===== src/rtl/piso_serializer_if.sv =====
// Parallel-side handshake and serial output bundle for piso_serializer.
// slave: the serializer. master: the upstream word source / downstream observer.
interface piso_serializer_if #(
  parameter int WIDTH = 4
);
  logic [WIDTH-1:0] din;
  logic             din_valid;
  logic             din_ready;
  logic             sout;
  logic             sout_valid;
  logic             last_bit;
  logic             busy;

  modport slave (
    input  din, din_valid,
    output din_ready, sout, sout_valid, last_bit, busy
  );

  modport master (
    output din, din_valid,
    input  din_ready, sout, sout_valid, last_bit, busy
  );
endinterface


===== src/rtl/piso_serializer.sv =====
// Parallel-in serial-out transmitter. A word is accepted on a valid/ready
// handshake and its bits appear on sout one per clock, first bit on the cycle
// right after the accept edge. The next word may be accepted on the last-bit
// cycle so consecutive words stream with no idle gap.
module piso_serializer #(
  parameter int WIDTH     = 4,
  parameter bit MSB_FIRST = 1'b1
) (
  input  logic                   clk,
  input  logic                   rst,
  piso_serializer_if.slave       bus
);
  localparam int CW = $clog2(WIDTH);
  localparam logic [CW-1:0] LAST    = CW'(WIDTH - 1);
  localparam logic [CW-1:0] LAST_M1 = CW'(WIDTH - 2);

  typedef enum logic {IDLE = 1'b0, SHIFT = 1'b1} state_t;

  state_t           r_state;
  logic [WIDTH-1:0] r_shift;
  logic [CW-1:0]    r_cnt;
  logic             r_sout;
  logic             r_sout_valid;
  logic             r_last;

  logic             w_ready;
  logic             w_accept;
  logic             w_first_bit;
  logic             w_next_bit;
  logic [WIDTH-1:0] w_load;
  logic [WIDTH-1:0] w_shifted;

  // Ready in IDLE, or while the final bit of the current word is on sout.
  assign w_ready  = (r_state == IDLE) || (r_cnt == LAST);
  assign w_accept = bus.din_valid && w_ready;

  // The shift register keeps the not-yet-sent bits aligned so the next bit
  // always sits at the same end (MSB end for MSB-first, LSB end otherwise).
  assign w_first_bit = MSB_FIRST ? bus.din[WIDTH-1] : bus.din[0];
  assign w_next_bit  = MSB_FIRST ? r_shift[WIDTH-1] : r_shift[0];
  assign w_load      = MSB_FIRST ? {bus.din[WIDTH-2:0], 1'b0}
                                 : {1'b0, bus.din[WIDTH-1:1]};
  assign w_shifted   = MSB_FIRST ? {r_shift[WIDTH-2:0], 1'b0}
                                 : {1'b0, r_shift[WIDTH-1:1]};

  // Control FSM with registered serial outputs; reset wins over a handshake.
  always_ff @(posedge clk) begin
    if (rst) begin
      r_state      <= IDLE;
      r_shift      <= '0;
      r_cnt        <= '0;
      r_sout       <= 1'b0;
      r_sout_valid <= 1'b0;
      r_last       <= 1'b0;
    end else if (w_accept) begin
      r_state      <= SHIFT;
      r_shift      <= w_load;
      r_cnt        <= '0;
      r_sout       <= w_first_bit;
      r_sout_valid <= 1'b1;
      r_last       <= 1'b0;
    end else if (r_state == SHIFT) begin
      if (r_cnt != LAST) begin
        r_shift      <= w_shifted;
        r_cnt        <= r_cnt + 1'b1;
        r_sout       <= w_next_bit;
        r_sout_valid <= 1'b1;
        r_last       <= (r_cnt == LAST_M1);
      end else begin
        // Word finished with nothing waiting: drop back to an idle line.
        r_state      <= IDLE;
        r_shift      <= '0;
        r_sout       <= 1'b0;
        r_sout_valid <= 1'b0;
        r_last       <= 1'b0;
      end
    end
  end

  assign bus.din_ready  = w_ready;
  assign bus.sout       = r_sout;
  assign bus.sout_valid = r_sout_valid;
  assign bus.last_bit   = r_last;
  assign bus.busy       = (r_state == SHIFT);
endmodule


===== src/flat_wrapper.sv =====
// flat-port wrapper written by rule: the top's interface ports become plain ports
module piso_serializer_flat 
#(
  parameter int WIDTH     = 4,
  parameter bit MSB_FIRST = 1'b1
)
  (clk, rst, bus_din, bus_din_valid, bus_din_ready, bus_sout, bus_sout_valid, bus_last_bit, bus_busy);
  piso_serializer_if #(.WIDTH(WIDTH)) bus_i ();
  input  logic clk;
  input  logic rst;
  input wire logic [$bits(bus_i.din)-1:0] bus_din;
  input wire logic [$bits(bus_i.din_valid)-1:0] bus_din_valid;
  output wire logic [$bits(bus_i.din_ready)-1:0] bus_din_ready;
  output wire logic [$bits(bus_i.sout)-1:0] bus_sout;
  output wire logic [$bits(bus_i.sout_valid)-1:0] bus_sout_valid;
  output wire logic [$bits(bus_i.last_bit)-1:0] bus_last_bit;
  output wire logic [$bits(bus_i.busy)-1:0] bus_busy;
  assign bus_i.din = bus_din;
  assign bus_i.din_valid = bus_din_valid;
  assign bus_din_ready = bus_i.din_ready;
  assign bus_sout = bus_i.sout;
  assign bus_sout_valid = bus_i.sout_valid;
  assign bus_last_bit = bus_i.last_bit;
  assign bus_busy = bus_i.busy;
  piso_serializer #(.WIDTH(WIDTH), .MSB_FIRST(MSB_FIRST)) u_core (.clk(clk), .rst(rst), .bus(bus_i));
endmodule

===== config.mk =====
export PLATFORM = sky130hd
export DESIGN_NAME = piso_serializer_flat
export DESIGN_NICKNAME = d
export VERILOG_FILES = /design/src/rtl/piso_serializer_if.sv /design/src/rtl/piso_serializer.sv /design/src/flat_wrapper.sv
export SDC_FILE = /design/constraint.sdc
export NUM_CORES = 1
export LEC_CHECK = 0
export ABC_AREA = 0
export BUFFER_PORTS_ARGS = -buffer_cell sky130_fd_sc_hd__buf_2
export CAP_MARGIN = 40
export CELL_PAD_IN_SITES_DETAIL_PLACEMENT = 1
export CELL_PAD_IN_SITES_GLOBAL_PLACEMENT = 2
export CORE_ASPECT_RATIO = 1.1
export CORE_UTILIZATION = 28
export CTS_CLUSTER_SIZE = 20
export DETAILED_ROUTE_END_ITERATION = 12
export PLACE_DENSITY_LB_ADDON = 0.25
export SLEW_MARGIN = 20
export SYNTH_ARGS = -nofsm -noshare
export SYNTH_HDL_FRONTEND = slang
export SYNTH_SLANG_ARGS = --single-unit

===== constraint.sdc =====
create_clock -name clk -period 1.72 [get_ports clk]
set_clock_uncertainty 0.1 [all_clocks]
set_input_delay 0.258 -clock clk [delete_from_list [all_inputs] [get_ports clk]]
set_output_delay 0.258 -clock clk [all_outputs]
set_load 0.1 [all_outputs]

# ---- Yosys cells after proc, flatten, opt, wreduce, memory -nomap -nowiden
# Index checks and enable logic that the tools add are counted.
# W data, S select, Z words.
dict set report classes {
  bitwise 1
  add_sub_neg 1
  eq_ne 3
  n_reduce_logical 5
  muxes 12
}
# operator count
set op_table {}
lappend op_table {{$mux W4} 3}
lappend op_table {{$mux W1} 9}
lappend op_table {{$eq A2 B2 Y1 const B} 2}
lappend op_table {{$add A2 B1 Y2 const B} 1}
lappend op_table {{$ne A2 B2 Y1 const B} 1}
lappend op_table {{$reduce_and A2 Y1} 1}
lappend op_table {{$reduce_bool A2 Y1} 1}
lappend op_table {{$reduce_or A2 Y1} 1}
lappend op_table {{$logic_and A1 B1 Y1} 1}
lappend op_table {{$logic_or A1 B1 Y1} 1}
lappend op_table {{$not A1 Y1} 1}
dict set report word_totals {
  out_inout_bits 5
  elab_cells 29
  regBits 10
}

# ---- Logic depth before layout (Yosys ltp)
# Gate-level depths: netlist of run 1.
dict set report depth {
  ltp_word 4
  ltp_mapped 5
  mapped_depth_nobuf 5
}

# ---- Worst setup path after synthesis of run 1
# No wires, ideal clock.
dict set report synth_path {
  path_type {register -> register}
  start {register u_core.r_state (netlist: u_core.bus.busy)}
  end {register u_core.r_cnt[0]}
  stages_incl_launch_ff 5
  n_path_buf 0
  t_arrival_ns 1.634
  required_ns 1.484
  path_slack_ns -0.151
  path_cell_list {dfxtp_1 -> nor2b_4 -> inv_4 -> nand3_1 -> a21oi_1}
}
dict set report synth_via {
  elab_chain_cells 4
  word_cells_on_any_way 5
  cone_classes {1 x bitwise; 4 x reduce/logical}
}
# element line
set synth_lines {}
lappend synth_lines {{start, declared} piso_serializer.sv:19} ;# state_t r_state;
lappend synth_lines {{start signal, assigned} piso_serializer.sv:49} ;# r_state <= IDLE;
lappend synth_lines {{start signal, assigned} piso_serializer.sv:56} ;# r_state <= SHIFT;
lappend synth_lines {{start signal, assigned} piso_serializer.sv:71} ;# r_state <= IDLE;
lappend synth_lines {{$not A1 Y1} piso_serializer.sv:34} ;# assign w_ready = (r_state == IDLE) || (r_cnt == LAST);
lappend synth_lines {{$logic_or A1 B1 Y1} piso_serializer.sv:34}
lappend synth_lines {{net bus_din_ready} flat_wrapper.sv:13} ;# output wire logic [$bits(bus_i.din_ready)-1:0] bus_din_ready;
lappend synth_lines {{$logic_and A1 B1 Y1} piso_serializer.sv:35} ;# assign w_accept = bus.din_valid && w_ready;
lappend synth_lines {{$reduce_or A2 Y1 (no source line)} --}
lappend synth_lines {{end signal, assigned} piso_serializer.sv:65} ;# r_cnt <= r_cnt + 1'b1;
lappend synth_lines {{end, declared} piso_serializer.sv:21} ;# logic [CW-1:0] r_cnt;
# The timed path passes the listed nets, and every way through them passes these cells.
# A chain may end at the register's enable or synchronous reset.

# ---- Final worst setup path of run 1
dict set report layout_path {
  start {register u_core.r_cnt[1]}
  end {output bus_din_ready}
}
dict set report layout_via {
  elab_chain_cells 2
}
# element line
set layout_lines {}
lappend layout_lines {{$eq A2 B2 Y1} piso_serializer.sv:34}
lappend layout_lines {{$logic_or A1 B1 Y1} piso_serializer.sv:34}
lappend layout_lines {{end, declared} flat_wrapper.sv:13}
# Every way passes these cells.

==> reports/results.ini, run 1 <==
[global_routing]
antenna_found_initial=0
grt_max_degree=13
grt_pass1_wl_mm=1.566
grt_overflow=0
grt.total_usage_pct=12.96
grt_pass1_vias=356

[clock_tree]
clk_latency_ns=0.26
cts_root_buf=clkbuf_4
cts_tree=done
clkSlewWorstSetupHoldPaths_ns=0.06
htree_levels=1
clk_path_buf_depth=2
cts.sinks=9
cts_hold_buf=0
numCtsBuffers=3

[synth]
netlist_instances=47
synth_edf_count=0
seq_area_frac_synth_pct=39.45
synthArstFlopShare_pct=0
synthFlopType=dfxtp_1
syn_nets=56
synth_top_area_share_pct=39.45
yosysMostFrequentCell=dfxtp_1
ys_warn_count=0
syn_area_um2=456.7
syn_area_per_cell_um2=9.717
yosys.area.top_type=dfxtp_1
synth_common_cells=dfxtp_1 (9), a32oi_1 (4)
ys_ff_latch=9
yosysUniqueCellTypes=22
synth_area_leaders=dfxtp_1 (39%), a211oi_2 (8.2%), a32oi_1 (7.7%), ha_1 (5.5%), o21bai_1 (4.9%)

[run_status]
status=complete, no violations

[hold_path]
min_to=u_core.r_cnt[1]
hp-class=in -> reg
worstHoldPathCells=2
hp-start=rst

[sta]
hold_viol=0
post-route-period-util_pct=93.53
period_minus_slack_ns=1.609
max_freq_ghz=0.6216
max-slew-margin-rel_pct=67.88
setup_violations=0
rsz0062_at_grt=no
tightestPinTransition_ns=0.4852
fin_setup_tns_ns=0
drv_slew=0

[die]
dieHeight_um=44.36
pin_count=12
initial_core_util_pct=31.79
core_area_um2=1436
std_cell_rows=14
die_area_um2=1797
die_x_um=40.51

[detailed_routing]
drt_pre_antenna_iters=2
detail-route-antenna-nets=0
vias_per_cell=5.026
wire_per_inst_um=12.76
drt_iter0_drc=4
vias=382
wl_um=970
drt_drc_violations_left=0

[power]
power.leakage_nw=0.2276
power_mw=0.5258
netSwitchingPower_mw=0.1750
switching_share_pct=33.28
power.density_nw_per_um2=931.8
internal-power_mw=0.3508
power.share.sequential_pct=44.4
ir_drop_v=0.0002847
p_comb_share_pct=24.9
p_clk_share_pct=30.7

[critical_path]
critPathMaxFanout=6
rr_endpoint=u_core.r_shift[3]
reg2reg_depth=5
arrival_ns=1.25
cp-end-kind=output port
critPathKind=reg -> out
critical_path_required_ns=1.36
cp-start-kind=register
rrSetupSlack_ns=0.33
r2r_start=u_core.r_cnt[1]

[placement]
placed_area_um2=528.0
place.port_buffers=11
dpl.hpwl_um=697.1
place.gp.congestion=0.7381

[run]
maxCapViolations=0

[layout]
fillers=180
areaGrowthSynthToFinish_pct=23.56
final_util_pct=39.29
drive_gt1_share_pct=40.00
final_area_um2=564.3
nets=70
diodes=0

[registers in the layout (all words and copies together) (netlist names)]
signal and cells:
u_core.bus.sout_valid 1, u_core.bus.busy 1, u_core.bus.sout 1, u_core.r_cnt 2, u_core.r_shift 3, u_core.bus.last_bit 1
[stage by stage]
| stage | hold WS [ns] | worst slack, ns | instances |
|---|---|---|---|
| finish | 0.2024 | 0.1113 | 76 |
| floorplan | 0.3607 | 0.1978 | 47 |
| CTS | 0.2012 | 0.03923 | 76 |
| global placement | 0.3769 | 0.3114 | 71 |
| detailed placement | 0.3813 | 0.2647 | 71 |
| global route | 0.1974 | 0.05010 | 76 |
[routing by layer]
layer | GRT usage, % | up-vias | wire (µm)
met3 | 3.015 | 0 | 58
met2 | 18.10 | 10 | 444
met1 | 17.55 | 175 | 467
li1 | - | 197 | -
met4 | 8.000 | 0 | 0
met5 | 0 | - | 0
[layout make-up]
cell class	count	area (µm²)	share of cell area [%]
Inverter	3	13.76	2.439
Timing Repair Buffer	12	77.57	13.75
Clock buffer	4	26.28	4.656
Multi-Input combinational cell	32	245.2	43.46
Tap cell	16	20.02	3.548
Sequential cell	9	181.4	32.15
[placed cells by master, fill, tap and decap left out, drive strengths merged]
master and instances:
a31oi 1, o21a 1, a32oi 4, clkbuf 4, inv 3, a211oi 3, buf 12, mux2i 1
nor2 3, nand2b 2, a21oi 3, nand3 3, o21bai 3, nor2b 1, nor3 3, ha 2
dfxtp 9, nand2 2
[critical path: stages, from the launching register on]
cell	delay (ns)
dfxtp_1	0.38
ha_2	0.29
nor2b_4	0.07
inv_4	0.08
buf_12	0.17
[worst max path at each step]
stage | from | end | depth (start not counted)
after floorplan | u_core.bus.busy | u_core.r_cnt[0] | 4
after global placement | u_core.r_cnt[0] | bus_din_ready | 4
after detailed placement | u_core.r_cnt[0] | bus_din_ready | 4
after CTS | u_core.r_cnt[1] | bus_din_ready | 4
after global routing | u_core.r_cnt[0] | bus_din_ready | 4
final | u_core.r_cnt[1] | bus_din_ready | 4
[kinds of logic after synthesis]
group,count (synthesis),share of synthesized area [%]
buffers and inverters,6,7.397
adders and majority gates,2,5.479
AOI/OAI and AO/OA,15,27.95
muxes,1,2.192
DFF,9,39.45
and+or+nand+nor,14,17.53
[power by group through the flow]
stage | Combinational (mW) | Clock (mW) | Sequential [mW]
3_5_place_dp | 0.128 | 0 | 0.239
4_1_cts | 0.131 | 0.174 | 0.234
3_3_place_gp | 0.129 | 0 | 0.238
5_1_grt | 0.139 | 0.184 | 0.236
2_1_floorplan | 0.0645 | 0 | 0.274
6_report | 0.131 | 0.161 | 0.233
[repair_timing]
action,4_1_cts,5_1_grt
setup endpoints to repair,1,1
resized for setup,0,1
setup buffers,1,0
(Power assumes the default switching activity.)
==> run 2, diff against run 1 <==
CORE_MARGIN = 5   (was default)
==> run 2 against run 1 <==
Largest cell class unchanged. First-iteration DRC count up 75%. Worst hold slack worse by 0.0096 ns. Clock power up 9%. Final area up 0.22%. Global-route usage down 3.5 points. Core utilization down 3.0 points. Setup slack better by 0.0018 ns. Wire length up 7.8%. Critical endpoint unchanged. Final cell count up 1.3%. Sequential power about the same. Register-to-register slack better by 0.02 ns.
==> reports/results.ini, run 2 (same netlist as run 1, synthesis figures left out) <==
[run_status]
status=complete, no violations

[clock_tree]
clk_path_buf_depth=2  ; unchanged
numCtsBuffers=3  ; unchanged
cts_root_buf=clkbuf_4
cts.sinks=9  ; unchanged
cts_hold_buf=0  ; unchanged
htree_levels=1  ; unchanged
cts_tree=done
clkSlewWorstSetupHoldPaths_ns=0.07  ; about the same
clk_latency_ns=0.27  ; about the same

[layout]
fillers=189  ; +5.0%
finalNonFillerCells=77  ; +1.3%
drive_gt1_share_pct=40.00  ; unchanged
layout_commonest_cell=buf_2
largest_reg_flops=3  ; unchanged
layout_common_cells=buf_2 (10), dfxtp_1 (8), a32oi_1 (4)
nets=70  ; unchanged
largest_register=u_core.r_shift
reg.largest.list=u_core.r_shift (3), u_core.r_cnt (2)
final_area_um2=565.5  ; +0.22%
diodes=0  ; unchanged
areaGrowthSynthToFinish_pct=23.84

[critical_path]
arrival_ns=1.25  ; about the same
cp-start-kind=register
critPathKind=reg -> out
critPathMaxFanout=6  ; unchanged
critical_path_required_ns=1.36  ; about the same
cp-end-kind=output port
rrSetupSlack_ns=0.35  ; +0.02 ns

[sta]
finalWorstSetupSlack_ns=0.1131  ; +0.001816 ns
max_freq_ghz=0.6223  ; +0.11%
setup_violations=0  ; unchanged
fin_setup_tns_ns=0  ; unchanged
rsz0062_at_grt=no
post-route-period-util_pct=93.42  ; -0.11 points
hold_viol=0  ; unchanged
drv_slew=0  ; unchanged
max-slew-margin-rel_pct=67.70  ; -0.18 points
tightestPinTransition_ns=0.4878  ; +0.002655 ns
period_minus_slack_ns=1.607  ; -0.001816 ns

[detailed_routing]
detail-route-antenna-nets=0  ; unchanged
vias_per_cell=5.000  ; -0.52%
wire_per_inst_um=13.58  ; +6.4%
drt_drc_violations_left=0  ; unchanged
drt_pre_antenna_iters=3  ; +1
drt_iter0_drc=7  ; +3
vias=385  ; +0.79%
wl_mm=1.046  ; +7.8%

[placement]
placed_area_um2=529.3  ; +0.24%
place.port_buffers=11  ; unchanged
dp_cells=72  ; +1.4%
place.gp.congestion=0.6615  ; -10%
dpl.hpwl_um=745.8  ; +7.0%
post-place-ws_ns=0.2814  ; +0.01677 ns

[global_routing]
grt.busiest_layer=met2
use_met3_pct=3.989  ; +0.97 points
grt.total_usage_pct=9.495  ; -3.5 points
met2_usage_pct=12.17  ; -5.9 points
grt_max_degree=13  ; unchanged
gr-usage-met1_pct=10.88  ; -6.7 points
grt_pass1_vias=388  ; +9.0%
grt_overflow=0  ; unchanged
antenna_found_initial=0  ; unchanged
grt_pass1_wl_mm=1.745  ; +11%

[power]
ir_drop_v=0.0003385  ; +19%
power_mw=0.5399  ; +2.7%
power.density_nw_per_um2=954.7  ; +2.5%
power.leakage_nw=0.2276  ; unchanged

[run]
maxCapViolations=0  ; unchanged

[die]
core_area_um2=1558  ; +8.4%
dieHeight_um=52.36  ; +18%
initial_core_util_pct=29.32  ; -2.5 points
die_x_um=48.51  ; +20%
die_area_um2=2539  ; +41%
std_cell_rows=15  ; +1
pin_count=12  ; unchanged

[hold_path]
hp-class=in -> reg

[run 2: final timing paths]
path / from / to / depth (start not counted)
worst min register to register: u_core.bus.last_bit / u_core.bus.last_bit / 2
worst max register to register: u_core.r_cnt[1] / u_core.bus.sout / 5
worst min-delay path: rst / u_core.r_cnt[1] / 2
worst max-delay path: u_core.r_cnt[1] / bus_din_ready / 4
[run 2: worst max-delay path, cell delays in order, from the launching register on]
cell	delay [ns]
dfxtp_1	0.38
ha_2	0.28
nor2b_4	0.07
inv_4	0.08
buf_12	0.17
[run 2: per-stage QoR]
stage / util [%] / hold slack (ns)
3_3_place_gp: 33.98 / 0.3676
6_report: 36.31 / 0.1928
3_5_place_dp: 33.98 / 0.3738
2_1_floorplan: - / 0.3607
4_1_cts: 36.14 / 0.1964
5_1_grt: 36.31 / 0.1906
[run 2: repair_timing]
item / 4_1_cts / 5_1_grt
setup endpoints to repair: 1 / 1
buffers inserted: 1 / 0
resized for setup: 0 / 1
endpoints found under the hold margin: 0 / 0
[run 2: routing by layer]
metal	up-vias	wire length, µm
met5	-	0
met4	0	49
met3	5	69
met2	12	453
met1	172	473
li1	196	-
[run 2: power breakdown]
part | switching (mW) | total (mW) | internal, mW
Clock | 0.0859 | 0.176 | 0.0899
Sequential | 0.0115 | 0.233 | 0.222
Combinational | 0.0911 | 0.131 | 0.0396
[run 2: final cells by class]
type / instances / area (µm²) / share of cell area (%)
clock buffers: 4 / 26.28 / 4.646
inverters: 3 / 13.76 / 2.434
multi-input cells: 32 / 245.2 / 43.36
flip-flops and latches: 9 / 181.4 / 32.08
well taps: 17 / 21.27 / 3.761
repair buffers: 12 / 77.57 / 13.72
==> run 3, diff against run 2 <==
CORE_UTILIZATION = 26   (was 28)
clock period = 1.3 ns   (was 1.72 ns; I/O delays follow)
==> run 3 against run 2 <==
Core utilization rose by 10 points. Flip-flop and latch count did not move. First-iteration DRC count fell by 100%. Count of clock-buffer cells in the layout did not move. The flow now finishes with violations (setup timing). Critical path depth did not move. Die area rose by 6.1%. Sequential power rose by 33%. Combinational power rose by 84%. Non-clock buffer count rose by 10. Power rose by 43%.
==> reports/results.ini, run 3 (same netlist as run 1, synthesis figures left out) <==
[die]
core_area_um2=1614  ; +3.6%
die_area_um2=2696  ; +6.1%
die_x_um=49.96  ; +3.0%
std_cell_rows=15  ; unchanged
initial_core_util_pct=28.29  ; -1.0 points
dieHeight_um=53.96  ; +3.1%
pin_count=12  ; unchanged

[power]
ir_drop_v=0.0007708  ; +130%
p_comb_share_pct=31.3  ; +7.1 points
power.share.sequential_pct=40.4  ; -2.8 points
internal-power_mw=0.5155  ; +47%
power.density_nw_per_um2=1030  ; +7.9%
netSwitchingPower_mw=0.2541  ; +35%
power.leakage_nw=0.3049  ; +34%
p_clk_share_pct=28.2  ; -4.4 points
switching_share_pct=33.02  ; -1.9 points

[critical_path]
cp-end-kind=output port
cp-startpoint=u_core.r_cnt[0]
arrival_ns=1.13  ; -0.12 ns
reg2reg_depth=7  ; +2
crit_chain=ha_4, nor2b_4, inv_8, buf_12
rr_endpoint=u_core.r_cnt[0]
worst_path_largest_cell_delay_ns=0.34  ; -0.04 ns
critPathKind=reg -> out
cp-start-kind=register
critical_path_required_ns=1.00  ; -0.36 ns
crit_family=flip-flops
r2r_start=u_core.r_cnt[0]
critPathMaxFanout=2  ; -4
rrSetupSlack_ns=-0.08  ; -0.43 ns
crit_path_top_delay_cell=dfxtp_2
cp.depth=4  ; unchanged
path_buf_inv=2  ; unchanged

[run_status]
violations=setup timing
status=finished, violations left

[layout]
multi_input_area_um2=270.3  ; +10%
layout_common_cells=buf_4 (9), buf_2 (6), buf_12 (5), dfxtp_2 (5)
largest_register=u_core.r_shift
areaGrowthSynthToFinish_pct=63.56
nets=80  ; +14%
largest_reg_flops=3  ; unchanged
layout_commonest_cell=buf_4
diodes=0  ; unchanged
fillers=186  ; -1.6%
final_area_um2=747.0  ; +32%
reg.largest.list=u_core.r_shift (3), u_core.r_cnt (2)
final-seq-area_um2=190.2  ; +4.8%
drive_gt1_share_pct=60.00  ; +20 points

[sta]
max-slew-margin-rel_pct=82.30  ; +15 points
rsz0062_at_grt=yes
period_minus_slack_ns=1.426
post-route-period-util_pct=109.7
tightestPinTransition_ns=0.2651  ; -0.2227 ns
max_freq_ghz=0.7014
drv_slew=0  ; unchanged
fin_hold_ws_ns=0.1523  ; -0.04050 ns
finalWorstSetupSlack_ns=-0.1258  ; -0.2389 ns
hold_viol=0  ; unchanged
setup_violations=6  ; +6

[run]
maxCapViolations=0  ; unchanged

[clock_tree]
numCtsBuffers=3  ; unchanged
htree_levels=1  ; unchanged
cts_tree=done
clk_path_buf_depth=2  ; unchanged
cts.sinks=9  ; unchanged
clkSlewWorstSetupHoldPaths_ns=0.06  ; about the same
cts_root_buf=clkbuf_4
clk_latency_ns=0.26  ; about the same

[hold_path]
min_to=u_core.bus.busy
worstHoldPathCells=2  ; unchanged
hp-class=in -> reg
hp-start=rst

[detailed_routing]
drt_pre_antenna_iters=1  ; -2
wire_per_inst_um=13.99  ; +3.0%
vias_per_cell=4.908  ; -1.8%
drt_iter0_drc=0  ; -7
wl_mm=1.217  ; +16%
detail-route-antenna-nets=0  ; unchanged
vias=427  ; +11%
drt_drc_violations_left=0  ; unchanged

[global_routing]
grt.total_usage_pct=10.39  ; +0.89 points
grt_max_degree=12  ; -1
grt_pass1_vias=502  ; +29%
grt_overflow=0  ; unchanged
antenna_found_initial=0  ; unchanged
grt_pass1_wl_mm=2.042  ; +17%

[placement]
place.port_buffers=11  ; unchanged
dpl.hpwl_um=886.2  ; +19%
placed_area_um2=638.1  ; +21%
place.gp.congestion=0.6831  ; +3.3%

## run 3: cell types whose count changed in the layout (fill, tap and decap cells not counted), moves of 2 or more
| cell | change |
|---|---|
| buf_4 | +8 |
| dfxtp_1 | -5 |
| buf_12 | +4 |
| buf_2 | -4 |
| dfxtp_2 | +4 |
| a21oi_1 | -2 |
| a21oi_2 | +2 |
| buf_6 | +2 |
## run 3: repair_timing
action / 4_1_cts / 5_1_grt
gates resized for setup: 4 / 5
endpoints found under the setup margin: 3 / 6
hold buffers: 0 / 0
buffers inserted: 3 / 3
pin swaps: 2 / 3
## run 3: layout make-up
cell class,count,share of cell area (%)
Sequential cell,9,25.46
Tap cell,17,2.848
Timing Repair Buffer,22,29.48
Clock buffer,4,3.518
Inverter,3,2.513
Multi-Input combinational cell,32,36.18
## run 3: metrics by stage
stage               util [%]   TNS, ns  setup WS (ns)  instances  total power [mW]
finish                 46.28   -0.3850        -0.1258         87            0.7696
global placement       39.53         0        0.04218         77            0.5274
CTS                    43.49   -0.1316        -0.1316         84            0.7687
global route           46.28   -0.8887        -0.1878         87            0.8188
detailed placement     39.53         0       0.004441         77            0.5303
floorplan                  -  -0.03894       -0.03523         47            0.4520
## run 3: how the worst max path moves through the flow
| stage | to | slack [ns] |
|---|---|---|
| CTS | bus_din_ready | -0.13 |
| global route | bus_din_ready | -0.19 |
| floorplan | u_core.r_cnt[0] | -0.04 |
| global placement | bus_din_ready | 0.04 |
| finish | bus_din_ready | -0.13 |
| detailed placement | u_core.r_cnt[1] | 0.004 |
## run 3: power groups by stage
| stage | Sequential [mW] | Clock, mW | Combinational, mW |
|---|---|---|---|
| finish | 0.311 | 0.217 | 0.241 |
| global route | 0.313 | 0.250 | 0.256 |
| CTS | 0.310 | 0.234 | 0.224 |
| detailed placement | 0.315 | 0 | 0.216 |
| global placement | 0.314 | 0 | 0.213 |
| floorplan | 0.364 | 0 | 0.0882 |
## run 3: metal layers
metal	share of wire (%)	vias to the layer above	track usage, %
li1	-	216	-
met1	44	198	9.437
met2	48	11	18.22
met3	7.1	2	6.925
met4	0.66	0	4.367
met5	0	-	0
